### config.mk
export PLATFORM = sky130hd
export DESIGN_NAME = address_range_decoder_multi
export DESIGN_NICKNAME = d
export VERILOG_FILES = /design/src/rtl/address_range_decoder_multi_pkg.sv /design/src/rtl/address_range_compare.sv /design/src/rtl/address_range_decoder_multi.sv
export SDC_FILE = /design/constraint.sdc
export NUM_CORES = 1
export LEC_CHECK = 0
export CAP_MARGIN = 30
export CORE_UTILIZATION = 45
export DETAILED_ROUTE_END_ITERATION = 12
export MAX_ROUTING_LAYER = met4
export PLACE_DENSITY = 0.6
export SYNTH_ARGS = -nofsm -noshare
export SYNTH_HDL_FRONTEND = slang
export SYNTH_SLANG_ARGS = --single-unit
export TNS_END_PERCENT = 20
### constraint.sdc
create_clock -name clock -period 4.1 [get_ports clock]
set_input_delay 1.23 -clock clock [delete_from_list [all_inputs] [get_ports clock]]
set_output_delay 1.23 -clock clock [all_outputs]
set_load 0.01 [all_outputs]
### src/rtl/address_range_decoder_multi_pkg.sv
// Shared types and helpers for the programmable multi-range address decoder.
package address_range_decoder_multi_pkg;

  // Address width the range-entry struct is built for; the top checks its ADDR_WIDTH against it.
  localparam int unsigned ARD_ADDR_WIDTH = 12;

  // Writes addressed to an entry index >= RANGE_COUNT are silently dropped.
  localparam bit ARD_DROP_OOR_CFG_WRITE = 1'b1;

  // One programmable range: inclusive [base, bound], active only when enable is set.
  typedef struct packed {
    logic [ARD_ADDR_WIDTH-1:0] base;
    logic [ARD_ADDR_WIDTH-1:0] bound;
    logic                      enable;
  } range_entry_t;

  // Ceiling log2, used to sanity-check INDEX_WIDTH against RANGE_COUNT.
  function automatic int unsigned ard_clog2(input int unsigned n);
    int unsigned r;
    r = 0;
    for (int unsigned v = (n > 0) ? n - 1 : 0; v > 0; v = v >> 1) begin
      r++;
    end
    return r;
  endfunction

endpackage

### src/rtl/address_range_compare.sv
// Single-range membership test: enable && base <= addr <= bound, unsigned, no wrap.
module address_range_compare #(
  parameter int unsigned ADDR_WIDTH = 12
) (
  input  logic [ADDR_WIDTH-1:0] addr_i,
  input  logic [ADDR_WIDTH-1:0] base_i,
  input  logic [ADDR_WIDTH-1:0] bound_i,
  input  logic                  enable_i,
  output logic                  hit_c
);

  // An inverted range (base > bound) can never satisfy both compares.
  assign hit_c = enable_i && (base_i <= addr_i) && (addr_i <= bound_i);

endmodule

### src/rtl/address_range_decoder_multi.sv
// Programmable multi-range address decoder, 2-stage pipeline (compare, then encode).
// Optional miss counter enabled by defining ADDR_RANGE_DECODER_MISS_COUNT_EN.
module address_range_decoder_multi
  import address_range_decoder_multi_pkg::*;
#(
  parameter int unsigned ADDR_WIDTH       = 12,
  parameter int unsigned RANGE_COUNT      = 4,
  parameter int unsigned INDEX_WIDTH      = 2,
  parameter int unsigned MISS_COUNT_WIDTH = 16
) (
  input  logic                   clock,
  input  logic                   clear,
  input  logic                   cfg_wren,
  input  logic [INDEX_WIDTH-1:0] cfg_index,
  input  logic [ADDR_WIDTH-1:0]  cfg_base,
  input  logic [ADDR_WIDTH-1:0]  cfg_bound,
  input  logic                   cfg_enable,
  input  logic                   in_valid,
  input  logic [ADDR_WIDTH-1:0]  in_addr,
  output logic                   out_valid,
  output logic [RANGE_COUNT-1:0] out_hit_vector,
  output logic [INDEX_WIDTH-1:0] out_hit_index,
  output logic                   out_miss
`ifdef ADDR_RANGE_DECODER_MISS_COUNT_EN
  ,
  output logic [MISS_COUNT_WIDTH-1:0] miss_count
`endif
);

  // Elaboration-time parameter sanity checks.
  if (ADDR_WIDTH != ARD_ADDR_WIDTH) begin : g_bad_addr_width
    $error("ADDR_WIDTH must match the range entry struct width");
  end
  if (RANGE_COUNT < 2) begin : g_bad_range_count
    $error("RANGE_COUNT must be at least 2");
  end
  if (INDEX_WIDTH != ard_clog2(RANGE_COUNT)) begin : g_bad_index_width
    $error("INDEX_WIDTH must equal clog2(RANGE_COUNT)");
  end
  if (MISS_COUNT_WIDTH < 1) begin : g_bad_miss_width
    $error("MISS_COUNT_WIDTH must be at least 1");
  end
  if (!ARD_DROP_OOR_CFG_WRITE) begin : g_bad_policy
    $error("only the drop policy for out-of-range config writes is implemented");
  end

  range_entry_t [RANGE_COUNT-1:0] entry_q, entry_d;
  logic [RANGE_COUNT-1:0]         hit_c;

  logic                   s1_valid_q, s1_valid_d;
  logic [RANGE_COUNT-1:0] s1_hit_q, s1_hit_d;

  logic                   out_valid_q, out_valid_d;
  logic [RANGE_COUNT-1:0] out_hv_q, out_hv_d;
  logic [INDEX_WIDTH-1:0] out_idx_q, out_idx_d;
  logic                   out_miss_q, out_miss_d;

  // Config write: only the entry whose index matches is replaced; out-of-range indices match none.
  always_comb begin
    entry_d = entry_q;
    if (cfg_wren) begin
      for (int unsigned i = 0; i < RANGE_COUNT; i++) begin
        if (cfg_index == INDEX_WIDTH'(i)) begin
          entry_d[i].base   = cfg_base;
          entry_d[i].bound  = cfg_bound;
          entry_d[i].enable = cfg_enable;
        end
      end
    end
  end

  // One comparator per range, all looking at the entries as they stood before this edge.
  for (genvar g = 0; g < RANGE_COUNT; g++) begin : g_cmp
    address_range_compare #(
      .ADDR_WIDTH(ADDR_WIDTH)
    ) u_cmp (
      .addr_i  (in_addr),
      .base_i  (entry_q[g].base),
      .bound_i (entry_q[g].bound),
      .enable_i(entry_q[g].enable),
      .hit_c   (hit_c[g])
    );
  end

  // Stage-1 capture and stage-2 encode: lowest set bit wins, zeroed outputs when not valid.
  always_comb begin
    s1_valid_d  = in_valid;
    s1_hit_d    = hit_c;
    out_valid_d = s1_valid_q;
    out_hv_d    = s1_valid_q ? s1_hit_q : '0;
    out_idx_d   = '0;
    out_miss_d  = s1_valid_q && (s1_hit_q == '0);
    for (int unsigned k = 0; k < RANGE_COUNT; k++) begin
      if (out_hv_d[RANGE_COUNT-1-k]) begin
        out_idx_d = INDEX_WIDTH'(RANGE_COUNT-1-k);
      end
    end
  end

  // Entry table and pipeline registers; clear wipes everything and ignores inputs.
  always_ff @(posedge clock) begin
    if (clear) begin
      entry_q     <= '0;
      s1_valid_q  <= 1'b0;
      s1_hit_q    <= '0;
      out_valid_q <= 1'b0;
      out_hv_q    <= '0;
      out_idx_q   <= '0;
      out_miss_q  <= 1'b0;
    end else begin
      entry_q     <= entry_d;
      s1_valid_q  <= s1_valid_d;
      s1_hit_q    <= s1_hit_d;
      out_valid_q <= out_valid_d;
      out_hv_q    <= out_hv_d;
      out_idx_q   <= out_idx_d;
      out_miss_q  <= out_miss_d;
    end
  end

  assign out_valid      = out_valid_q;
  assign out_hit_vector = out_hv_q;
  assign out_hit_index  = out_idx_q;
  assign out_miss       = out_miss_q;

`ifdef ADDR_RANGE_DECODER_MISS_COUNT_EN
  logic [MISS_COUNT_WIDTH-1:0] miss_cnt_q, miss_cnt_d;

  // Saturating count of valid misses, advanced on the same edge stage 2 registers the miss.
  always_comb begin
    miss_cnt_d = miss_cnt_q;
    if (out_valid_d && out_miss_d && (miss_cnt_q != '1)) begin
      miss_cnt_d = miss_cnt_q + MISS_COUNT_WIDTH'(1);
    end
  end

  // Miss counter register.
  always_ff @(posedge clock) begin
    if (clear) begin
      miss_cnt_q <= '0;
    end else begin
      miss_cnt_q <= miss_cnt_d;
    end
  end

  assign miss_count = miss_cnt_q;
`endif

endmodule
==> results of run 1 <==
-- cell type report --
class	instances	area, um2
Fill cell	1248	5884
Multi-Input combinational cell	569	3531
Sequential cell	113	2262
Timing Repair Buffer	57	568.0
Clock buffer	23	488.0
Inverter	63	236.5
Tap cell	176	220.2
Clock inverter	9	105.1
-- cells by family after synthesis --
logic type,after synthesis
and+or+nand+nor,299
DFF,113
adders and majority gates,96
buffers and inverters,94
AOI/OAI and AO/OA,173
muxes,1
-- cell usage after synthesis (all sizes together) (2+ instances only) --
master and n:
a21oi 131, a21boi 3, nand3 7, nand2 221, or2 2, or4 3
o211ai 5, nand4 24, a21o 12, o21ai 9, a211oi 3, nor2b 9
inv 63, dfxtp 113, nor3 5, clkbuf 20, buf 11, and2 6
a221oi 3, nor2 17, ha 96, a2111o 3
-- power groups by stage --
stage               clock network [W]  registers (W)  logic (W)
global route                  0.00155        0.00116   0.000376
floorplan                           0        0.00117   0.000199
finish                        0.00149        0.00116   0.000335
detailed placement                  0        0.00118   0.000329
CTS                           0.00150        0.00116   0.000331
global placement                    0        0.00118   0.000318
-- path summary, 6_finish.rpt --
| path | startpoint | endpoint | slack [ns] | depth (start not counted) |
|---|---|---|---|---|
| hold / removal | entry_q[62]$_SDFFE_PP0P_ | entry_q[62]$_SDFFE_PP0P_ | 0.45 | 2 |
| setup / recovery | in_addr[11] | s1_hit_q[1]$_SDFF_PP0_ | 0.88 | 8 |
| setup reg to reg | entry_q[49]$_SDFFE_PP0P_ | s1_hit_q[1]$_SDFF_PP0_ | 2.22 | 6 |
| hold reg to reg | entry_q[62]$_SDFFE_PP0P_ | entry_q[62]$_SDFFE_PP0P_ | 0.45 | 2 |
-- flip-flops by register name, indices dropped and copies added, names as in the netlist --
signal	flops
out_valid_d	1
out_valid	1
s1_hit_q	4
out_hit_vector	4
out_miss	1
entry_q	100
out_hit_index	2
-- per-layer routing --
metal | vias to the layer above | global-route usage (%) | wire length [um]
met1 | 2509 | 36.43 | 8316
met5 | - | - | 0
met3 | 32 | 4.406 | 830
met2 | 147 | 39.47 | 7497
li1 | 2723 | - | -
met4 | 0 | 11.00 | 413
-- critical path, delay by kind of cell --
kind	cells	cell delay, ns
buf+inv	2	0.78
compound gates	4	0.94
simple gates	1	0.22
fa+ha+maj	1	0.36
-- through the flow --
step | hold WS [ns] | setup WS [ns]
5_1_grt | 0.4707 | 0.7379
6_report | 0.4508 | 0.8845
3_3_place_gp | 0.4416 | 0.5650
3_5_place_dp | 0.4472 | 0.4773
2_1_floorplan | 0.4304 | 1.408
4_1_cts | 0.4544 | 0.9069
==> reports/qor.txt, run 1 <==
Synthesized area per cell - 7.923 um2
Sequential area share after synthesis - 36.79%
First-pass GRT wire length - 28130 um
Post-synthesis mux area share - 0.1628%
Clock root buffer master - clkbuf_16
Async set-or-reset flop fraction in the synthesized netlist - 0%
CTS Buf Count - 17
Largest net degree at the start of global routing - 102
Layout area overhead - 20.53%
Die Ht - 118.9 um
Slew HR - 53.78%
Clock slew seen by the registers of the worst setup and hold paths - 0.05 ns
CP max-delay cell - clkdlybuf4s50_1
GRT Total Usage - 26.80%
VDD IR-drop max - 0.0002582 V
Post-Syn Area - 0.006148 mm2
Die area - 0.01413 mm2
Clk_lat worst skew - 0.42 ns
# DRC - 0
Combinational share of power - 11.3%
Adder-Cell Fraction of Synth Area - 19.54%
Placeable Area - 0.01330 mm2
Setup bufs post-CTS - 0
Grt ovf - 0
Syn Nets - 915
Max-cap violations - 0
Sequential share of power - 38.8%
CTS tree - built
Min Tclk post-route - 3.215 ns
NetSw - 0.0007490 W
Clock power frac - 49.9%
HP Class - flip-flop to flip-flop
Synth unique cells - 34
Final setup viols - 0
Synthesized instance count - 776
Post-synth EDFFs - 0
Post-CTS Resized - 0
Required time of the critical path - 4.44 ns
Placed cell areas - 0.006790 mm2
Fin nets - 960
RSZ-0062 raised after global routing - no
Hold Fails Final Rpt - 0
Max Slew Vio Count - 0
Clock tree buffer depth - 2
Post-Synth Simple-Gate Area - 21.29%
Yosys warnings - 0
ANT nets after route - 0
H-tree lvl count - 4
DP Cell Count - 977
Die Wd - 118.9 um
Largest family of logic cells by synthesized area - simple AND/OR/NAND/NOR gates
Commonest non-fill, non-tap cell in the layout - nand2_1
Post-detail-place hpwl - 12400 um
CP max FO - 5
Area leader, netlist - dfxtp_1
Post-layout util - 55.74%
Synth Area in Compound Gates - 16.26%
Outcome - completed
Top Ports - 51
Share of layout cells above drive strength 1 - 6.715%
CP startpoint kind - input port
P_int - 0.002227 W
WL final - 17060 um
Clock sinks - 113
FP Rows - 42
Pwr Density - 401.6 mW/mm2
CP arrival - 3.55 ns
Cts hold-fix bufs - 0
Routability cong. - 0.8786
Max Fclk - 311.0 MHz
Sw frac - 25.17%
Main synth FF type - dfxtp_1
Final Non-Filler Cells - 1010
LEAKAGE - 2.913 nW
Overall power - 0.002976 W
Final worst-path cycle share - 78.43%
Worst path max stage delay - 0.61 ns
Synth Register Bits - 113
Most used cell along the critical path - a21oi_1
Initial DRC count - 267
Via count - 5411
Crit. End Element - flip-flop
Routed WL per cell - 16.89 um
Worst-margin pin slew - 0.6934 ns
# diodes - 0
XOR/XNOR share of the synthesized area - 0%
Initial Utilization - 46.25%
Top-area cell type share of the netlist area - 36.79%
Initial antenna violation count - 0
Finished layout cell area - 0.007411 mm2
Total Neg Setup Slack - 0 ns
Port bufs - 50
Vias/cell - 5.357
Final Skew - 0.004257 ns
Synth top area cells - dfxtp_1 (37%), ha_1 (20%), nand2_1 (13%), a21oi_1 (11%), inv_1 (3.8%)
Most frequent cells in the layout - nand2_1 (221), a21oi_1 (131), dfxtp_1 (113), ha_1 (96), inv_1 (63)
WS Path Type - input port to flip-flop
Vias in the first global route - 5257
Crit path cell chain - clkdlybuf4s50_1 -> inv_1 -> ha_1 -> a21oi_1 -> o21ai_0 -> a2111oi_0 -> a21oi_1 -> nor3_1
First-pass DRT Iterations - 4
Note: power is estimated with default switching activity, not from simulation.
==> run 2: changes to the inputs <==
PLACE_DENSITY = 0.63   (was 0.6)
clock period = 2.78 ns   (was 4.1 ns; I/O delays follow)
==> run 2 against run 1 <==
Net effect:
- sequential power is 47% higher
- clock power is 40% higher
- flip-flop and latch count stayed put
- count of clock-buffer cells in the layout is 2 lower
- register-to-register slack worse by 1.3 ns
- global-route usage is 1.4 points higher
- routed wire length is 8.8% higher
- final cell count is 3.2% higher
- total power is 46% higher
- critical path depth is 1 lower
- clock skew is 0.010 ns higher
- via count is 4.3% higher
==> reports/qor.txt, run 2 (synthesized netlist as in run 1, its figures left out) <==
# diodes - 0
ANT nets after route - 0
CTS tree - built
Outcome - completed
Post-layout util - 57.48%
Top Ports - 51
Pwr Density - 567.1 mW/mm2
Post-detail-place hpwl - 13030 um
Slew HR - 51.49%
WS Path Type - input port to flip-flop
Share of layout cells above drive strength 1 - 10.05%
First-pass GRT wire length - 28950 um
Worst-margin pin slew - 0.7276 ns
Vias/cell - 5.418
Routability cong. - 0.9338
Placeable Area - 0.01330 mm2
Worst slack at placement - -0.3880 ns
Die Wd - 118.9 um
Min Tclk post-route - 2.704 ns
Setup bufs post-CTS - 0
Clk_lat worst skew - 0.42 ns
Vias in the first global route - 5374
WL final - 18550 um
Die Ht - 118.9 um
Hold Fails Final Rpt - 0
Final worst-path cycle share - 97.27%
CP max FO - 4
Clock slew seen by the registers of the worst setup and hold paths - 0.06 ns
Most flops, register - entry_q
Die area - 0.01413 mm2
H-tree lvl count - 4
# fillers - 1198
Final Non-Filler Cells - 1042
CP arrival - 3.04 ns
Fin nets - 992
Commonest non-fill, non-tap cell in the layout - nand2_1
FP Rows - 42
DP Cell Count - 1009
RSZ-0062 raised after global routing - no
Initial Utilization - 46.25%
Most frequent cells in the layout - nand2_1 (221), a21oi_1 (131), dfxtp_1 (113), ha_1 (96), inv_1 (63)
GRT Total Usage - 28.20%
Max Slew Vio Count - 0
Register area - 0.002262 mm2
Clock root buffer master - clkbuf_16
Grt ovf - 0
CTS Buf Count - 17
Max Fclk - 369.8 MHz
Clock sinks - 113
HP Class - flip-flop to flip-flop
Total Neg Setup Slack - 0 ns
First-pass DRT Iterations - 5
Initial antenna violation count - 0
VDD IR-drop max - 0.0004335 V
LEAKAGE - 3.066 nW
Initial DRC count - 442
Max-cap violations - 0
Clock tree buffer depth - 2
Max reg flops - 100
Buf+Inv Stages, Crit Path - 2
Crit. End Element - flip-flop
# DRC - 0
Final setup margin - 0.07587 ns
Crit path cell chain - clkdlybuf4s50_1 -> inv_1 -> ha_1 -> a21oi_1 -> a211oi_1 -> or4_4 -> a221oi_2
Routed WL per cell - 17.80 um
Final Skew - 0.01447 ns
Port bufs - 50
Area of the multi-input gates - 0.003536 mm2
Via count - 5646
CP startpoint kind - input port
Overall power - 0.004334 W
Final setup viols - 0
Layout area overhead - 24.30%
Worst path max stage delay - 0.61 ns
CP max-delay cell - clkdlybuf4s50_1
Critical path's top delay family - buffers and inverters
Largest net degree at the start of global routing - 102
Required time of the critical path - 3.12 ns
run 2: report_power, final:
group	switching, W	leakage [nW]	internal (W)
sequential	0.0000319	0.918	0.00167
clock	0.000772	0.271	0.00131
combinational	0.000310	1.88	0.000240
total	0.00111	3.07	0.00322
run 2: timing repair:
item / CTS / global route
hold buffers: 0 / 0
setup endpoints to repair: 0 / 1
resized for setup: 0 / 1
run 2: metrics by stage:
| step | instance area (um2) | hold slack [ns] |
|---|---|---|
| global placement | 7056 | 0.4418 |
| global route | 7642 | 0.4668 |
| finish | 7642 | 0.4594 |
| detailed placement | 7056 | 0.4489 |
| CTS | 7610 | 0.4574 |
| floorplan | 6148 | 0.4304 |
run 2: final cells by class:
cell class | instances | area share (%)
multi-input cells | 569 | 46.27
flip-flops and latches | 113 | 29.60
repair buffers | 89 | 10.90
clock buffers | 21 | 5.763
inverters | 63 | 3.094
well taps | 176 | 2.881
clock inverters | 11 | 1.490
run 2: final timing paths:
kind	from	endpoint	slack [ns]	cells past startpoint
hold / removal	entry_q[61]$_SDFFE_PP0P_	entry_q[61]$_SDFFE_PP0P_	0.46	2
setup reg to reg	entry_q[77]$_SDFFE_PP0P_	s1_hit_q[3]$_SDFF_PP0_	0.90	7
setup / recovery	in_addr[3]	s1_hit_q[0]$_SDFF_PP0_	0.08	7
hold reg to reg	entry_q[61]$_SDFFE_PP0P_	entry_q[61]$_SDFFE_PP0P_	0.46	2
run 2: layer usage:
metal	share of wire, %	GRT usage, %	vias up	wire length [um]
met5	0	-	-	0
met4	2.2	10.76	0	411
met3	5.2	5.077	30	965
met2	43	41.70	147	7962
met1	50	38.27	2676	9213
li1	-	-	2793	-
run 2: worst reg2reg max path, stage by stage (launching register included):
cell	delay, ns
dfxtp_1	0.33
inv_1	0.05
ha_1	0.30
nor2b_4	0.14
o211ai_2	0.15
a211oi_1	0.10
or4_4	0.52
a221oi_2	0.21
